===== src/rtl/juego_reflejos_multi.sv =====
// N-player LED reflex game: debounced buttons, pseudo-random red wait, green
// reaction window, foul penalties, round counting and winner/score display.
module juego_reflejos_multi #(
  parameter int N_JUG      = 2,
  parameter int RONDAS     = 9,
  parameter int DEB_CIC    = 4,
  parameter int ESPERA_MIN = 16,
  parameter int ESPERA_MSK = 15,
  parameter int VENTANA    = 32
) (
  input  logic                       clock,
  input  logic                       Reset,
  input  logic                       Start,
  input  logic [N_JUG-1:0]           Boton,
  input  logic [$clog2(N_JUG)-1:0]   Sel,
  output logic                       LedRojo,
  output logic                       LedVerde,
  output logic                       LedFin,
  output logic [N_JUG-1:0]           Ganador,
  output logic [N_JUG-1:0]           Punto,
  output logic [6:0]                 displaytotal
);

  localparam int SCW = $clog2(RONDAS + 1);
  localparam int DCW = $clog2(DEB_CIC + 1);
  localparam int SW  = $clog2(N_JUG);
  localparam int TW  = 16;

  typedef enum logic [2:0] {IDLE, ESPERA, ACTIVO, FALTA, CIERRE, FIN} state_t;

  logic [N_JUG-1:0]           sync1_q, sync2_q, acc_q, accPrev_q;
  logic [N_JUG-1:0][DCW-1:0]  deb_q;
  logic [N_JUG-1:0]           press;
  logic [7:0]                 lfsr_q;
  logic [TW-1:0]              waitLoad;

  state_t                     state_q, state_d;
  logic [TW-1:0]              timer_q, timer_d;
  logic [SCW-1:0]             round_q, round_d;
  logic [N_JUG-1:0][SCW-1:0]  score_q, score_d;
  logic [N_JUG-1:0]           punto_q, punto_d;
  logic                       startPrev_q;
  logic                       won;

  logic [SCW-1:0]             maxScore;
  logic [N_JUG-1:0]           winMask;
  logic [SCW-1:0]             dispVal;
  logic                       blank;

  // Synchroniser plus per-button debounce; a level is accepted only after
  // it has differed from the accepted value for DEB_CIC consecutive cycles.
  always_ff @(posedge clock) begin
    if (Reset) begin
      sync1_q   <= '0;
      sync2_q   <= '0;
      acc_q     <= '0;
      accPrev_q <= '0;
      deb_q     <= '0;
    end else begin
      sync1_q   <= Boton;
      sync2_q   <= sync1_q;
      accPrev_q <= acc_q;
      for (int i = 0; i < N_JUG; i++) begin
        if (sync2_q[i] == acc_q[i]) begin
          deb_q[i] <= '0;
        end else if (deb_q[i] == DCW'(DEB_CIC - 1)) begin
          acc_q[i] <= sync2_q[i];
          deb_q[i] <= '0;
        end else begin
          deb_q[i] <= deb_q[i] + DCW'(1);
        end
      end
    end
  end

  assign press = acc_q & ~accPrev_q;

  always_ff @(posedge clock) begin
    if (Reset) lfsr_q <= 8'hA5;
    else       lfsr_q <= {lfsr_q[6:0], lfsr_q[7] ^ lfsr_q[5] ^ lfsr_q[4] ^ lfsr_q[3]};
  end

  assign waitLoad = TW'(ESPERA_MIN) + TW'(lfsr_q & 8'(ESPERA_MSK));

  always_ff @(posedge clock) begin
    if (Reset) begin
      state_q     <= IDLE;
      timer_q     <= '0;
      round_q     <= '0;
      score_q     <= '0;
      punto_q     <= '0;
      startPrev_q <= 1'b0;
    end else begin
      state_q     <= state_d;
      timer_q     <= timer_d;
      round_q     <= round_d;
      score_q     <= score_d;
      punto_q     <= punto_d;
      startPrev_q <= Start;
    end
  end

  // Dropping Start aborts any running phase; a press beats an expiring timer.
  always_comb begin
    state_d = state_q;
    timer_d = timer_q;
    round_d = round_q;
    score_d = score_q;
    punto_d = '0;
    won     = 1'b0;
    case (state_q)
      IDLE: begin
        if (Start && !startPrev_q) begin
          state_d = ESPERA;
          score_d = '0;
          round_d = '0;
          timer_d = waitLoad;
        end
      end
      ESPERA: begin
        if (!Start) begin
          state_d = IDLE;
        end else if (|press) begin
          state_d = FALTA;
          for (int i = 0; i < N_JUG; i++) begin
            if (press[i] && score_q[i] != '0) score_d[i] = score_q[i] - SCW'(1);
          end
        end else if (timer_q == '0) begin
          state_d = ACTIVO;
          timer_d = TW'(VENTANA - 1);
        end else begin
          timer_d = timer_q - TW'(1);
        end
      end
      ACTIVO: begin
        if (!Start) begin
          state_d = IDLE;
        end else if (|press) begin
          state_d = CIERRE;
          for (int i = 0; i < N_JUG; i++) begin
            if (press[i] && !won) begin
              won        = 1'b1;
              score_d[i] = score_q[i] + SCW'(1);
              punto_d[i] = 1'b1;
            end
          end
        end else if (timer_q == '0) begin
          state_d = CIERRE;
        end else begin
          timer_d = timer_q - TW'(1);
        end
      end
      FALTA: begin
        if (!Start) begin
          state_d = IDLE;
        end else begin
          state_d = ESPERA;
          timer_d = waitLoad;
        end
      end
      CIERRE: begin
        if (!Start) begin
          state_d = IDLE;
        end else begin
          round_d = round_q + SCW'(1);
          if (round_d == SCW'(RONDAS)) begin
            state_d = FIN;
          end else begin
            state_d = ESPERA;
            timer_d = waitLoad;
          end
        end
      end
      FIN: begin
        if (!Start) state_d = IDLE;
      end
      default: state_d = IDLE;
    endcase
  end

  always_comb begin
    maxScore = '0;
    winMask  = '0;
    for (int i = 0; i < N_JUG; i++) begin
      if (score_q[i] > maxScore) maxScore = score_q[i];
    end
    for (int i = 0; i < N_JUG; i++) begin
      winMask[i] = (score_q[i] == maxScore);
    end
  end

  assign LedRojo  = (state_q == ESPERA) || (state_q == FALTA);
  assign LedVerde = (state_q == ACTIVO);
  assign LedFin   = (state_q == FIN);
  assign Ganador  = (state_q == FIN) ? winMask : '0;
  assign Punto    = punto_q;

  // Game over shows the best score; otherwise the selected player's score.
  always_comb begin
    dispVal = '0;
    blank   = 1'b1;
    if (state_q == FIN) begin
      dispVal = maxScore;
      blank   = 1'b0;
    end else begin
      for (int i = 0; i < N_JUG; i++) begin
        if (Sel == SW'(i)) begin
          dispVal = score_q[i];
          blank   = 1'b0;
        end
      end
    end
    case (4'(dispVal))
      4'd0:    displaytotal = 7'b0111111;
      4'd1:    displaytotal = 7'b0000110;
      4'd2:    displaytotal = 7'b1011011;
      4'd3:    displaytotal = 7'b1001111;
      4'd4:    displaytotal = 7'b1100110;
      4'd5:    displaytotal = 7'b1101101;
      4'd6:    displaytotal = 7'b1111101;
      4'd7:    displaytotal = 7'b0000111;
      4'd8:    displaytotal = 7'b1111111;
      4'd9:    displaytotal = 7'b1101111;
      default: displaytotal = 7'b0000000;
    endcase
    if (blank) displaytotal = 7'b0000000;
  end

endmodule


===== config.mk =====
export PLATFORM = sky130hd
export DESIGN_NAME = juego_reflejos_multi
export DESIGN_NICKNAME = d
export VERILOG_FILES = /design/src/rtl/juego_reflejos_multi.sv
export SDC_FILE = /design/constraint.sdc
export NUM_CORES = 1
export LEC_CHECK = 0
export ABC_AREA = 1
export CAP_MARGIN = 40
export CELL_PAD_IN_SITES_DETAIL_PLACEMENT = 0
export CELL_PAD_IN_SITES_GLOBAL_PLACEMENT = 1
export CORE_MARGIN = 2
export CORE_UTILIZATION = 39
export DETAILED_ROUTE_END_ITERATION = 12
export PLACE_DENSITY_LB_ADDON = 0.3
export SLEW_MARGIN = 20
export SYNTH_ARGS = -nofsm -noshare
export SYNTH_HDL_FRONTEND = slang
export SYNTH_SLANG_ARGS = --single-unit

===== constraint.sdc =====
create_clock -name clock -period 2.5 [get_ports clock]
set_clock_uncertainty 0.2 [all_clocks]
set_input_delay 0.25 -clock clock [delete_from_list [all_inputs] [get_ports clock]]
set_output_delay 0.25 -clock clock [all_outputs]
set_load 0.005 [all_outputs]

======== Word-level counts from Yosys, hierarchy flattened ========
Memory sizes are Yosys's and may differ from the RTL's.
Index checks and enable logic that the tools add are counted.
word-level totals
  bits in registers ....................... 56
  bits in latches ......................... 0
  memory bits (writable) .................. 0
  memory bits (read-only) ................. 112
  output and inout bits ................... 14
  word-level logic and storage cells ...... 138
  memories kept ........................... 1
memories
  name              words  bits a word  read ports  clocked after Yosys merged registers in  wr ports  line  source
  (name not given)  16     7            1           0                                        0         213   case (4'(dispVal))
cells by class
  $add $sub $neg .......................... 9
  $mul .................................... 0
  div/mod/pow operators ................... 0
  order comparisons ....................... 2
  eq/ne operators ......................... 30
  shift operators ......................... 0
  multiplexer cells ....................... 46
  bitwise logic cells ..................... 10
  reduce and logical (&&, ||, !) cells .... 25
operators by type and width
  operator                 number
  $mux W16                 10
  $pmux W16 S5             1
  $mux W4                  10
  $mux W8                  5
  $mux W3                  10
  $ne A2 B2 Y1 const B     13
  $pmux W8 S3              1
  $pmux W3 S6              1
  $logic_not A16 Y1        1
  $reduce_and A8 Y1        2
  $sub A16 B1 Y16 const B  1
  $add A4 B1 Y4 const B    3
  $eq A3 B2 Y1 const B     4
  $reduce_and A10 Y1       1
  $eq A4 B4 Y1             2
  $pmux W4 S2              1
  $reduce_bool A4 Y1       2
  $sub A4 B1 Y4 const B    2
  $add A3 B1 Y3 const B    2
  $add A5 B4 Y6 const A    1
  $eq A3 B3 Y1 const B     2
  $mux W1                  6
  $ne A2 B1 Y1 const B     3
  $reduce_or A3 Y1         2
  24 further kinds         36

======== Depth between registers and ports, before layout ========
Gate-level depths: netlist of run 1.
  word-level depth ........................ 12
  depth in mapped cells ................... 19

======== Worst setup path before layout of run 1 ========
OpenSTA, ideal clock, no wires.
  kind .................................... reg2out
  start point ............................. reg score_q[3] in the netlist's numbering
  end point ............................... out displaytotal[0]
  data arrival time ....................... 2088 ps
  path slack .............................. -38 ps
  cell stages (with the launch flop) ...... 18
  buffers on the path ..................... 1
  path through ............................ dfxtp_1 -> inv_1 -> ha_1 -> nand2_1 -> inv_1 -> nand2_1 -> nand2_1 -> nand2_1 -> buf_2 -> nand2_1 -> nand3_1 -> nand2_1 -> inv_1 -> ha_1 -> nand3b_1 -> nand2_1 -> nand2_1 -> nand2_1
on the way
  word-level cells in the longest chain between the ends .. 6
ends and longest elaborated chain
  item                    line  source
  from (decl)             40    logic [N_JUG-1:0][SCW-1:0] score_q, score_d;
  from (signal assigned)  97    score_q <= score_d;
  $gt A4 B1 Y1            185   if (score_q[i] > maxScore) maxScore = score_q[i];
  $mux W4                 185
  $gt A4 B4 Y1            185
  $mux W4                 185
  $mux W4 *               202   if (state_q == FIN) begin
  $mem_v2 Z16 W7 *        n/a
  to (decl)               21    output logic [6:0] displaytotal
Every way passes the cells marked *; elsewhere a longest branch is shown, timed or not.

======== Final worst setup path of run 1 ========
  start point ............................. reg score_q[3] in the netlist's numbering
  end point ............................... out displaytotal[6]
Same word-level chain as after synthesis.

==> results of run 1 <==
-- what timing repair did --
item,4_1_cts,5_1_grt
setup endpoints to repair,9,9
gates resized for setup,83,19
hold endpoints to repair,0,0
buffers inserted,9,3
pin swaps,25,15
-- layer usage --
metal  vias up  global-route usage (%)
met3         9                    2.67
li1       1852                       -
met1      1637                    23.9
met5         -                       0
met2        70                    32.8
met4         0                    5.06
-- state kept, by name, indices dropped and copies added (netlist names) --
register,flops
accPrev_q,2
lfsr_q,8
round_q,4
score_q,8
startPrev_q,1
state_q,3
timer_q,16
acc_q,2
deb_q,6
sync2_q,2
sync1_q,2
Punto,2
-- worst max-delay path, delay by kind of cell, from the launching register on --
| kind | cells | cell delay, ns |
|---|---|---|
| adder cells (fa/ha/maj) | 2 | 0.40 |
| AND/OR/NAND/NOR | 10 | 0.85 |
| flip-flops | 1 | 0.34 |
| buffers and inverters | 4 | 0.37 |
-- worst paths after layout --
check                                from                  endpoint  slack (ns)  depth (start not counted)
setup / recovery  score_q[3]$_SDFFE_PP0P_           displaytotal[6]       -0.21                         16
hold / removal      sync1_q[1]$_SDFF_PP0_     sync2_q[1]$_SDFF_PP0_        0.22                          2
setup reg to reg  state_q[0]$_SDFFE_PP0P_  timer_q[13]$_SDFFE_PP0P_        0.38                         10
hold reg to reg     sync1_q[1]$_SDFF_PP0_     sync2_q[1]$_SDFF_PP0_        0.22                          2
-- cell families (layout without fill, tap and decap cells) --
| family | count (synthesis) | after routing |
|---|---|---|
| AND/OR/NAND/NOR | 290 | 290 |
| XOR/XNOR | 9 | 9 |
| flip-flops | 56 | 56 |
| AO/OA/AOI/OAI | 73 | 73 |
| adder cells (fa/ha/maj) | 24 | 24 |
| buffers and inverters | 78 | 143 |
-- metrics by stage --
step,hold WS (ns),total power [µW],TNS [ns]
finish,0.217,5770,-1.35
global route,0.236,6330,-2.59
CTS,0.222,5480,-0.972
detailed placement,0.204,4500,-2.11
global placement,0.192,4450,-1.73
floorplan,0.157,3430,0
-- cells in the final DEF, fill, tap and decap left out, types with 9 or more instances in the layout --
| cell | n |
|---|---|
| sky130_fd_sc_hd__buf_4 | 38 |
| sky130_fd_sc_hd__inv_2 | 10 |
| sky130_fd_sc_hd__buf_6 | 9 |
| sky130_fd_sc_hd__o211ai_1 | 9 |
| sky130_fd_sc_hd__nor2_1 | 62 |
| sky130_fd_sc_hd__a21oi_1 | 27 |
| sky130_fd_sc_hd__nand2_2 | 9 |
| sky130_fd_sc_hd__o21ai_0 | 18 |
| sky130_fd_sc_hd__nand3_2 | 10 |
| sky130_fd_sc_hd__ha_1 | 14 |
| sky130_fd_sc_hd__clkdlybuf4s50_1 | 10 |
| sky130_fd_sc_hd__dfxtp_1 | 52 |
| sky130_fd_sc_hd__nand3_1 | 48 |
| sky130_fd_sc_hd__inv_1 | 54 |
| sky130_fd_sc_hd__nand2_1 | 118 |
-- final cells by class --
| cell class | count | area (µm²) | area share, % |
|---|---|---|---|
| clock inverters | 3 | 26.3 | 0.581 |
| repair buffers | 67 | 552 | 12.2 |
| inverters | 68 | 270 | 5.98 |
| flip-flops and latches | 56 | 1130 | 24.9 |
| well taps | 108 | 135 | 2.99 |
| clock buffers | 5 | 68.8 | 1.52 |
| multi-input cells | 396 | 2340 | 51.8 |
-- power by group through the flow --
stage / Sequential [µW] / Combinational (µW) / Clock, µW
after global placement: 1220 / 3230 / 0
after CTS: 1220 / 3700 / 555
after detailed placement: 1220 / 3280 / 0
after global routing: 1250 / 4490 / 591
final: 1220 / 4030 / 528
after floorplan: 1240 / 2190 / 0
==> impl_metrics.ini, run 1 <==
[outcome]
outcome = finished with violations
failed_checks = negative setup slack

[power_and_ir_drop]
worst_ir_drop_vdd_mv = 0.552
pwr-share-clk_pct = 9.1
power_switching_share_pct = 48.7
power.share.combinational_pct = 69.7
leakagePower_uw = 0.00203
p_sw_uw = 2810
cellInternalPower_uw = 2960
power.density_nw_per_um2 = 1280
p_seq_share_pct = 21.1

[drt]
finalWirelength_um = 8950
drtPass1Iterations = 6
dr_wl_met3_um = 344
drc = 0
vias = 3568
drtIter0Drc = 86
final_antenna_net_count = 0
post_drt_via_cell_ratio = 5.08
drt-met1-wl_um = 4080
routed_wire_length_per_instance_um = 12.7
max_used_layer = met4
met2RoutedLength_um = 4430

[grt]
antenna_violations_before_repair = 0
first_pass_grt_wire_length_um = 15300
groute.usage.overall_pct = 18.7
grt_start_max_net_pins = 36
grt_pass1_vias = 3313
grt.overflow.total = 0

[logic_synthesis]
yosysMostFrequentCell = sky130_fd_sc_hd__nand2_1
ys_seq_area_share_pct = 31.6
post_synth_mux_area_share_pct = 0
total_of_flip_flops_plus_latches_after_synthesis = 56
area_fraction_in_compound_gates_after_synthesis_pct = 11.8
synthSimpleGateAreaFrac_pct = 36.7
synth_xor_xnor_area_share_pct = 2.22
area_share_of_fa_ha_maj_cells_after_synthesis_pct = 8.88
yosys_warnings = 0
cell_taking_the_most_area_after_synthesis = sky130_fd_sc_hd__dfxtp_1
post_synth_most_frequent_cells = sky130_fd_sc_hd__nand2_1 (129), sky130_fd_sc_hd__inv_1 (62), sky130_fd_sc_hd__nor2_1 (62)
synth_edf_count = 0
netlist_instances = 530
synthesis.nets = 560
synth_cell_types = 35
synth.top_cell.area_share_pct = 31.6
synthesis.area_um2 = 3550
synth_top_flop_cell = sky130_fd_sc_hd__dfxtp_1
dominant_combinational_cell_family_by_area_after_synthesis = simple AND/OR/NAND/NOR gates
async_reset_ff_share_pct = 0
synth_area_leaders = sky130_fd_sc_hd__dfxtp_1 (32%), sky130_fd_sc_hd__nand2_1 (14%), sky130_fd_sc_hd__nand3_1 (8.0%), sky130_fd_sc_hd__ha_1 (7.8%), sky130_fd_sc_hd__inv_1 (6.6%)
mean_syn_cell_area_um2 = 6.70

[setup_path]
critical_path.cell_chain = inv_2 -> ha_4 -> nand2_2 -> inv_2 -> nand2_2 -> nand2_4 -> nand3_1 -> nand3_2 -> nand2_4 -> buf_6 -> ha_4 -> nand3b_1 -> nand2_1 -> nand2_1 -> nand2_1 -> buf_2
critical_path.startpoint_type = flop
path_type_of_the_worst_setup_path = reg2out
worst_ep_arrival_time_ns = 2.26
setup.worst_path.end_class = output port
timing.critical_path.slowest_cell_delay_ns = 0.34
crit_fanout = 4
critical_path_required_ns = 2.05
critPathMostFrequentCell = sky130_fd_sc_hd__nand2_1
critical_path_s_slowest_cell = sky130_fd_sc_hd__dfxtp_2

[cells_and_area]
layout-drive-gt1-share_pct = 23.2
design_area_um2 = 4520
finalNonFillerCells = 703
final_core_utilization_pct = 51.6
syn_to_layout_area_delta_pct = 27.4
final_net_count = 624
final.fill_count = 862
number_of_antenna_repair_diodes = 0

[floorplanning]
floorplan.initialDensity_pct = 40.5
floorplan.die_area_um2 = 9880
rows = 34
ios = 20
coreArea_um2 = 8760
floorplan.die.width_um = 99.4
die_y_um = 99.4

[cts]
cell_at_the_root_of_the_clock_tree = sky130_fd_sc_hd__clkbuf_8
cts_buf_count = 5
hold_buffer_count_at_cts = 0
clock_insertion_delay_worst_skew_ns = 0.32
clock_tree_from_tritoncts = yes
cts_buffer_depth = 2
cts_sinks = 56
ctsHtreeMaxLevel = 2
cts.clk_slew.worst_paths_ns = 0.11

[sta]
clock.fmax_mhz = 368
grt_setup_unrepaired = true
tightest_slew_ns = 0.592
finalHoldViolCount = 0
final-setup-viol-count = 8
setup_slack_ns = -0.214
post_route_minimum_period_ns = 2.71
worst_slew_margin_rel_pct = 60.4
final_clock_period_utilization_by_the_worst_path_pct = 109
final-max-slew-violation-count = 0

[place]
hpwlAfterDp_um = 6360
placement.io_buffers = 19
postPlaceCellArea_um2 = 4110
place.detailed.instances = 683
gpl.final_weighted_congestion = 0.856
place_ws_ns = -0.279

[job]
drv.max_cap_violation_count = 0

[worst_hold_path]
holdCritPathClass = reg2reg
No activity file was read; power rests on OpenSTA's default activity.
==> run 2, diff against run 1 <==
- CAP_MARGIN: 40 -> 20
- PLACE_DENSITY_LB_ADDON: 0.3 -> 0.1
==> run 2 against run 1 <==
  * The flow still finishes with violations (negative setup slack)
  * Cell count down 0.14%
  * Global-route usage up 0.24 points
  * Sequential share of layout area barely moved
  * Clock-buffer cell count is the same
  * Power decreased by 0.81%
  * Critical path type unchanged
  * Critical endpoint unchanged
  * Highest routed layer unchanged
==> impl_metrics.ini, run 2 (synthesis gave the netlist of run 1 again) <==
[grt]
grt.overflow.total = 0
grt_start_max_net_pins = 22
antenna_violations_before_repair = 0
groute.usage.overall_pct = 18.9
grt_pass1_vias = 3330
first_pass_grt_wire_length_um = 15300

[setup_path]
critical_path.startpoint_type = flop
worst_ep_arrival_time_ns = 2.30
path_type_of_the_worst_setup_path = reg2out
setup.worst_path.end_class = output port
crit_fanout = 4
critical_path_required_ns = 2.05

[cells_and_area]
final_net_count = 623
layout-drive-gt1-share_pct = 23.6
syn_to_layout_area_delta_pct = 27.6
number_of_antenna_repair_diodes = 0
layout.cells.most_common_list = sky130_fd_sc_hd__nand2_1 (115), sky130_fd_sc_hd__nor2_1 (62), sky130_fd_sc_hd__inv_1 (53)
layout_commonest_cell = sky130_fd_sc_hd__nand2_1
largest_register = timer_q
largest_registers = timer_q (16), lfsr_q (8), score_q (8)
largest_register_ff_count = 16
design_area_um2 = 4530

[floorplanning]
die_y_um = 99.4
floorplan.initialDensity_pct = 40.5
coreArea_um2 = 8760
ios = 20
floorplan.die_area_um2 = 9880
floorplan.die.width_um = 99.4
rows = 34

[place]
placement.io_buffers = 19
gpl.final_weighted_congestion = 0.803
hpwlAfterDp_um = 6540
postPlaceCellArea_um2 = 4100

[drt]
drtPass1Iterations = 5
drtIter0Drc = 216
post_drt_via_cell_ratio = 5.00
final_antenna_net_count = 0
finalWirelength_um = 8980
drc = 0
routed_wire_length_per_instance_um = 12.8
vias = 3513

[sta]
tns_ns = -1.34
tightest_slew_ns = 0.620
setup_slack_ns = -0.253
worst_slew_margin_rel_pct = 58.5
final-setup-viol-count = 9
clock.fmax_mhz = 363
finalHoldViolCount = 0
post_route_minimum_period_ns = 2.75
final-max-slew-violation-count = 0
final_clock_period_utilization_by_the_worst_path_pct = 110
grt_setup_unrepaired = true

[outcome]
failed_checks = negative setup slack
outcome = finished with violations

[power_and_ir_drop]
power_switching_share_pct = 49.4
power.share.combinational_pct = 69.2
leakagePower_uw = 0.00204
p_sw_uw = 2830
worst_ir_drop_vdd_mv = 0.413
cellInternalPower_uw = 2900
power.density_nw_per_um2 = 1260
pwr-share-clk_pct = 9.6
p_seq_share_pct = 21.2

[cts]
clock_tree_from_tritoncts = yes
cts.clk_slew.worst_paths_ns = 0.11
hold_buffer_count_at_cts = 0
cts_buf_count = 5
cell_at_the_root_of_the_clock_tree = sky130_fd_sc_hd__clkbuf_8
cts_buffer_depth = 2
clock_insertion_delay_worst_skew_ns = 0.32
cts_sinks = 56
ctsHtreeMaxLevel = 2

[worst_hold_path]
holdCritPathClass = reg2reg

[job]
drv.max_cap_violation_count = 0
[run 2: cell types whose count changed in the layout (fill, tap and decap cells not counted), moves of 3 or more]
cell and change:
sky130_fd_sc_hd__inv_6 +3, sky130_fd_sc_hd__nand3_2 -3, sky130_fd_sc_hd__nand2_2 +3, sky130_fd_sc_hd__nand2_1 -3
[run 2: area by class of cell]
type | count | area, µm²
multi-input combinational | 396 | 2370
fill | 891 | 4230
clock buffer | 5 | 68.8
inverter | 68 | 265
clock inverter | 3 | 28.8
tap | 108 | 135
sequential | 56 | 1130
timing repair buffer | 66 | 532
[run 2: per-stage QoR]
step / hold slack, ns / worst slack (ns) / power (µW) / instances / utilization (%)
after floorplan: 0.157 / 0.00191 / 3430 / 530 / -
after global placement: 0.191 / -0.244 / 4520 / 684 / 46.8
after detailed placement: 0.196 / -0.295 / 4530 / 684 / 46.8
after CTS: 0.211 / -0.184 / 5510 / 698 / 50.4
after global routing: 0.204 / -0.411 / 6280 / 702 / 51.7
final: 0.213 / -0.253 / 5730 / 702 / 51.7
[run 2: what timing repair did]
item,in CTS,in global routing
gates cloned,0,0
pin swaps,13,20
endpoints found under the setup margin,9,9
resized for setup,84,19
buffers inserted,6,4
endpoints found under the hold margin,0,0
[run 2: worst max-delay path: stages, from the launching register on]
cell and delay [ns]:
sky130_fd_sc_hd__dfxtp_2 0.34, sky130_fd_sc_hd__inv_2 0.05, sky130_fd_sc_hd__ha_4 0.24, sky130_fd_sc_hd__a21oi_2 0.19
sky130_fd_sc_hd__nand2_4 0.10, sky130_fd_sc_hd__nand2_4 0.10, sky130_fd_sc_hd__nand2_2 0.06, sky130_fd_sc_hd__nand3_2 0.07
sky130_fd_sc_hd__nand2_4 0.08, sky130_fd_sc_hd__ha_4 0.17, sky130_fd_sc_hd__nand3b_1 0.19, sky130_fd_sc_hd__buf_4 0.16
sky130_fd_sc_hd__nand2_2 0.04, sky130_fd_sc_hd__nand2_1 0.05, sky130_fd_sc_hd__nand2_1 0.05, sky130_fd_sc_hd__buf_2 0.11
[run 2: path summary, 6_finish.rpt]
path	from	endpoint	slack, ns	cells past startpoint
setup / recovery	score_q[3]$_SDFFE_PP0P_	displaytotal[6]	-0.25	15
hold / removal	sync1_q[1]$_SDFF_PP0_	sync2_q[1]$_SDFF_PP0_	0.21	2
setup reg to reg	state_q[0]$_SDFFE_PP0P_	timer_q[14]$_SDFFE_PP0P_	0.31	10
hold reg to reg	sync1_q[1]$_SDFF_PP0_	sync2_q[1]$_SDFF_PP0_	0.21	2
[run 2: per-layer routing]
metal | vias to the layer above | GRT usage [%] | wire [µm]
met4 | 0 | 6.11 | 144
met1 | 1576 | 24.1 | 4180
met2 | 72 | 32.2 | 4310
met3 | 14 | 3.65 | 345
met5 | - | 0 | 0
li1 | 1851 | - | -
[run 2: power groups by stage]
stage               Clock, µW  Sequential (µW)  Combinational, µW
floorplan                   0             1240               2190
global placement            0             1220               3300
detailed placement          0             1220               3310
CTS                       584             1210               3710
global route              613             1240               4420
finish                    551             1210               3960
